[src/rtl/wave_lut_seq.sv]
// Phase-stepped waveform generator: counts rising edges of div_clk through a
// 360-step phase and maps the phase to an 8-bit sine/saw/triangle/square sample.
module wave_lut_seq #(
   parameter int STEPS = 360,
   parameter int DW    = 8
) (
   input  logic          clk,
   input  logic          rst,
   input  logic          div_clk,
   input  logic          gate,
   input  logic [1:0]    wave_sel,
   output logic [DW-1:0] dac,
   output logic          sample_stb,
   output logic [8:0]    phase
);

   localparam logic [8:0] LAST = 9'(STEPS - 1);

   logic          div_q;
   logic          gate_q;
   logic          pend;
   logic [1:0]    wave_reg;
   logic          step;
   logic [6:0]    qidx;
   logic          neg;
   logic [7:0]    qv;
   logic [8:0]    tri_p;
   logic [DW-1:0] sine_v;
   logic [DW-1:0] sample;

   // Quarter-wave table: 128 + round(127*sin(k degrees)), k = 0..90.
   function automatic logic [7:0] qlut(input logic [6:0] k);
      case (k)
         7'd0:  qlut = 8'd128; 7'd1:  qlut = 8'd130; 7'd2:  qlut = 8'd132; 7'd3:  qlut = 8'd135;
         7'd4:  qlut = 8'd137; 7'd5:  qlut = 8'd139; 7'd6:  qlut = 8'd141; 7'd7:  qlut = 8'd143;
         7'd8:  qlut = 8'd146; 7'd9:  qlut = 8'd148; 7'd10: qlut = 8'd150; 7'd11: qlut = 8'd152;
         7'd12: qlut = 8'd154; 7'd13: qlut = 8'd157; 7'd14: qlut = 8'd159; 7'd15: qlut = 8'd161;
         7'd16: qlut = 8'd163; 7'd17: qlut = 8'd165; 7'd18: qlut = 8'd167; 7'd19: qlut = 8'd169;
         7'd20: qlut = 8'd171; 7'd21: qlut = 8'd174; 7'd22: qlut = 8'd176; 7'd23: qlut = 8'd178;
         7'd24: qlut = 8'd180; 7'd25: qlut = 8'd182; 7'd26: qlut = 8'd184; 7'd27: qlut = 8'd186;
         7'd28: qlut = 8'd188; 7'd29: qlut = 8'd190; 7'd30: qlut = 8'd192; 7'd31: qlut = 8'd193;
         7'd32: qlut = 8'd195; 7'd33: qlut = 8'd197; 7'd34: qlut = 8'd199; 7'd35: qlut = 8'd201;
         7'd36: qlut = 8'd203; 7'd37: qlut = 8'd204; 7'd38: qlut = 8'd206; 7'd39: qlut = 8'd208;
         7'd40: qlut = 8'd210; 7'd41: qlut = 8'd211; 7'd42: qlut = 8'd213; 7'd43: qlut = 8'd215;
         7'd44: qlut = 8'd216; 7'd45: qlut = 8'd218; 7'd46: qlut = 8'd219; 7'd47: qlut = 8'd221;
         7'd48: qlut = 8'd222; 7'd49: qlut = 8'd224; 7'd50: qlut = 8'd225; 7'd51: qlut = 8'd227;
         7'd52: qlut = 8'd228; 7'd53: qlut = 8'd229; 7'd54: qlut = 8'd231; 7'd55: qlut = 8'd232;
         7'd56: qlut = 8'd233; 7'd57: qlut = 8'd235; 7'd58: qlut = 8'd236; 7'd59: qlut = 8'd237;
         7'd60: qlut = 8'd238; 7'd61: qlut = 8'd239; 7'd62: qlut = 8'd240; 7'd63: qlut = 8'd241;
         7'd64: qlut = 8'd242; 7'd65: qlut = 8'd243; 7'd66: qlut = 8'd244; 7'd67: qlut = 8'd245;
         7'd68: qlut = 8'd246; 7'd69: qlut = 8'd247; 7'd70: qlut = 8'd247; 7'd71: qlut = 8'd248;
         7'd72: qlut = 8'd249; 7'd73: qlut = 8'd249; 7'd74: qlut = 8'd250; 7'd75: qlut = 8'd251;
         7'd76: qlut = 8'd251; 7'd77: qlut = 8'd252; 7'd78: qlut = 8'd252; 7'd79: qlut = 8'd253;
         7'd80: qlut = 8'd253; 7'd81: qlut = 8'd253; 7'd82: qlut = 8'd254; 7'd83: qlut = 8'd254;
         7'd84: qlut = 8'd254; 7'd85: qlut = 8'd255; 7'd86: qlut = 8'd255; 7'd87: qlut = 8'd255;
         7'd88: qlut = 8'd255; 7'd89: qlut = 8'd255; 7'd90: qlut = 8'd255;
         default: qlut = 8'd128;
      endcase
   endfunction

   assign step = div_clk & ~div_q;

   // Sample for the current phase, folded onto the quarter-wave table for sine.
   always_comb begin
      qidx = '0;
      neg  = 1'b0;
      if (phase <= 9'd90) begin
         qidx = phase[6:0];
      end else if (phase < 9'd180) begin
         qidx = 7'(9'd180 - phase);
      end else if (phase <= 9'd270) begin
         qidx = 7'(phase - 9'd180);
         neg  = 1'b1;
      end else begin
         qidx = 7'(9'd360 - phase);
         neg  = 1'b1;
      end
      qv     = qlut(qidx);
      sine_v = DW'(neg ? (9'd256 - {1'b0, qv}) : {1'b0, qv});
      tri_p  = (phase < 9'd180) ? phase : (9'd359 - phase);
      case (wave_reg)
         2'b00:   sample = sine_v;
         2'b01:   sample = DW'((17'(phase) * 17'd181) >> 8);
         2'b10:   sample = DW'((17'(tri_p) * 17'd181) >> 7);
         default: sample = (phase < 9'd180) ? DW'(8'hFF) : DW'(8'h00);
      endcase
   end

   // pend marks that the phase register holds a fresh sample to publish next cycle.
   always_ff @(posedge clk) begin
      if (rst) begin
         phase      <= '0;
         dac        <= DW'(8'd128);
         sample_stb <= 1'b0;
         div_q      <= 1'b1;
         gate_q     <= 1'b1;
         pend       <= 1'b0;
         wave_reg   <= 2'b00;
      end else begin
         div_q  <= div_clk;
         gate_q <= gate;
         if (!gate) begin
            phase      <= '0;
            pend       <= 1'b0;
            sample_stb <= 1'b0;
            dac        <= DW'(8'd128);
         end else begin
            if (step) begin
               phase    <= (phase == LAST) ? '0 : phase + 9'd1;
               wave_reg <= wave_sel;
               pend     <= 1'b1;
            end else begin
               // A gate rise re-emits the held phase-0 sample.
               pend <= ~gate_q;
            end
            sample_stb <= pend;
            if (pend) dac <= sample;
         end
      end
   end

endmodule

[config.mk]
export PLATFORM = sky130hd
export DESIGN_NAME = wave_lut_seq
export DESIGN_NICKNAME = d
export VERILOG_FILES = /design/src/rtl/wave_lut_seq.sv
export SDC_FILE = /design/constraint.sdc
export NUM_CORES = 1
export LEC_CHECK = 0
export CAP_MARGIN = 20
export CORE_MARGIN = 3
export CORE_UTILIZATION = 45
export CTS_BUF_LIST = sky130_fd_sc_hd__clkbuf_4 sky130_fd_sc_hd__clkbuf_8
export DETAILED_ROUTE_END_ITERATION = 7
export PLACE_DENSITY = 0.59
export SLEW_MARGIN = 20
export SYNTH_ARGS = -nofsm -noshare
export SYNTH_HDL_FRONTEND = slang
export SYNTH_SLANG_ARGS = --single-unit
[constraint.sdc]
create_clock -name clk -period 16.5 [get_ports clk]
set_input_delay 2.475 -clock clk [delete_from_list [all_inputs] [get_ports clk]]
set_output_delay 2.475 -clock clk [all_outputs]
set_load 0.02 [all_outputs]
==> results.ini <==
[pwr]
peakVddDrop_mv=0.0269
powerDensity_nw_per_um2=20.1
p_leak_nw=2.58
p_total_uw=106

[cts]
clk_pin_slew_ns=0.10
cts_resized=0
cts-buffers-inserted=3
cts_max_path_buffers=2
cts_max_level=1
hold_buffers=0
post_cts_buffers=0
root_buffer=clkbuf_8
clkSinkCount=23
clk-insertion-delay-late_ns=0.27
cts_tree=built

[sta]
setup_tns_ns=0
fin_crit_sh_pct=37.5
max_freq_ghz=0.162
rsz0062_at_grt=no
period_needed_ns=6.19
finalSetupViolCount=0
worst_slew_pin_slew_ns=0.914
slew_headroom_pct=39.0
drv_slew=0
finalWorstSetupSlack_ns=10.31
hold_viol_final=0
fin_skew_ns=0.00519

[setup_path]
r2r-start=phase[4]
r2r_cells=22
crit_cells=22
rrSetupSlack_ns=10.31
critPathSlowestCell=dfxtp_1
required_ns=16.70
r2r-end=dac[7]
cp-start-kind=register
path_max_fanout=19
critPathMaxStageDelay_ns=0.79
end_kind=register
crit_path_start=phase[4]
crit_arrival_ns=6.39
crit_family=adder cells
setup.worst_path.class=register to register
path_cells=ha_1 > nand3_2 > a21oi_4 > nand2_1 > xor2_1 > inv_1 > ha_1 > fa_1 > fa_1 > inv_1 > fa_1 > inv_1 > ha_1 > and3_1 > a21oi_1 > o21ai_0 > nor4_1 > nor3_1 > a21oi_1 > xnor2_1 > nand2_1 > a31oi_1
cp_num_buf_inv=3

[die]
die_h_um=111
io-pin-count=24
die_w_um=111
start_util_pct=47.1
rows=37
die-area_sq_um=12300
fp.coreArea_sq_um=10500

[final_layout]
final_cell_mix=ha_1 (87), inv_1 (77), nor2_1 (47)
num_antenna_cells=0
syn_to_final_growth_pct=6.93
fin_nets=740
largest_reg_flops=9
drive_gt1_share_pct=5.02
seqCellArea_sq_um=460
fillCellCount=1028
final_common_cell=ha_1
multi_input_area_sq_um=4060

[yosys]
synthDistinctLibCells=70
synth_area_leaders=ha_1 (22%), fa_1 (12%), dfxtp_1 (9.3%)
async_reset_ff_share_pct=0
ys.flop_type=dfxtp_1
netlist_area_sq_um=4950
synth_compound_area_share_pct=22.3
ys_warn_count=0
synthXorXnorAreaFrac_pct=8.32
synth_largest_area_cell=ha_1
synth_edf_count=0
synthAdderAreaFrac_pct=33.7
avgSynthCellArea_sq_um=8.10
synth_top_cell_area_share_pct=22.0
synth_mux_area_share_pct=1.97
synth_top_family_by_area=adder cells
syn_nets=733
synthCells=611
synthSimpleGateAreaFrac_pct=15.8
synth_seq_cells=23
ys_seq_area_share_pct=9.31

[place]
gp_congestion=0.952
hpwl_mm=10.6
numPortBuffers=23
dp_slack_ns=10.36

[min_path]
min_to=pend
whs_path_depth=1
hp-class=register to register
hold_start=gate_q

[global_routing]
grt_max_degree=22
grt_pass1_vias=4462
grt.overflow.total=0
antenna_found_initial=0
grt_pass1_wl_mm=22.5
grt_use_total_pct=21.6

[run_status]
status=complete, no violations

[detailed_routing]
routed_wirelength_mm=13.3
wl_per_cell_um=17.6
drc_errors=0
drt_iter0_drc=297
num_vias=4445
viasPerCell=5.90
drtPass1Iterations=7
ant_nets=0

[job]
max_cap_viol_count=0

-- synthesized netlist by cell type, types with 3 or more instances --
| cell | number |
|---|---|
| a21o_1 | 7 |
| or3_1 | 3 |
| buf_4 | 6 |
| and3_1 | 4 |
| o211ai_1 | 9 |
| o31ai_1 | 4 |
| a311oi_1 | 9 |
| nand3_1 | 15 |
| nor2b_1 | 8 |
| a221oi_1 | 7 |
| o21ai_0 | 26 |
| dfxtp_1 | 23 |
| nor2_1 | 47 |
| o21a_1 | 5 |
| o22ai_1 | 3 |
| a31oi_1 | 11 |
| xor2_1 | 12 |
| inv_1 | 77 |
| a21oi_1 | 29 |
| clkbuf_1 | 10 |
| mux2i_1 | 5 |
| buf_2 | 5 |
| ha_1 | 87 |
| nor3_1 | 14 |
| or2_2 | 4 |
| and2_1 | 4 |
| nor4_1 | 5 |
| nand2_1 | 46 |
| a211oi_1 | 7 |
| a2111oi_0 | 4 |
| a211oi_2 | 4 |
| a211o_1 | 4 |
| fa_1 | 29 |
| xnor2_1 | 30 |
| a311o_1 | 3 |
-- cell type report --
type                    count  area share, %
multi-input cells         485           76.8
repair buffers             26           4.78
inverters                  79           5.61
flip-flops and latches     23           8.70
well taps                 136           3.22
clock buffers               3          0.781
clock inverters             1         0.0946
-- metal layers --
layer / share of wire [%] / up-vias / global-route usage (%) / routed length [um]
met2: 46 / 158 / 35.3 / 6120
met4: 2.6 / 0 / 5.99 / 338
li1: - / 2176 / - / -
met3: 5.4 / 20 / 2.07 / 719
met5: 0 / - / 0 / 0
met1: 46 / 2091 / 30.3 / 6070
-- where the power goes --
part	internal (mW)	leakage [nW]	switching [mW]	total (mW)
clock	0.0169	0.0255	0.0208	0.0377
combinational	0.00493	2.37	0.00621	0.0111
sequential	0.0563	0.186	0.00124	0.0576
-- stage by stage --
step	utilization, %	instances	hold slack (ns)	cell area, sq um
after global routing	50.3	753	0.429	5290
after detailed placement	49.9	749	0.410	5240
final	50.3	753	0.421	5290
after CTS	50.3	753	0.423	5290
after global placement	49.9	749	0.394	5240
after floorplan	-	611	0.385	4950
-- worst max-delay path by stage --
stage | slack, ns | to
final | 10.31 | dac[7]
after floorplan | 10.87 | dac[7]
after CTS | 10.31 | dac[7]
after detailed placement | 10.36 | dac[7]
after global placement | 10.63 | dac[7]
after global routing | 9.75 | dac[7]
-- cell families (layout without fill, tap and decap cells) --
logic type / Yosys count / after routing
buf+inv: 103 / 109
flops: 23 / 23
fa+ha+maj: 116 / 116
xor+xnor: 44 / 44
compound gates: 153 / 153
mux: 8 / 8
simple gates: 164 / 164
(Power assumes the default switching activity.)
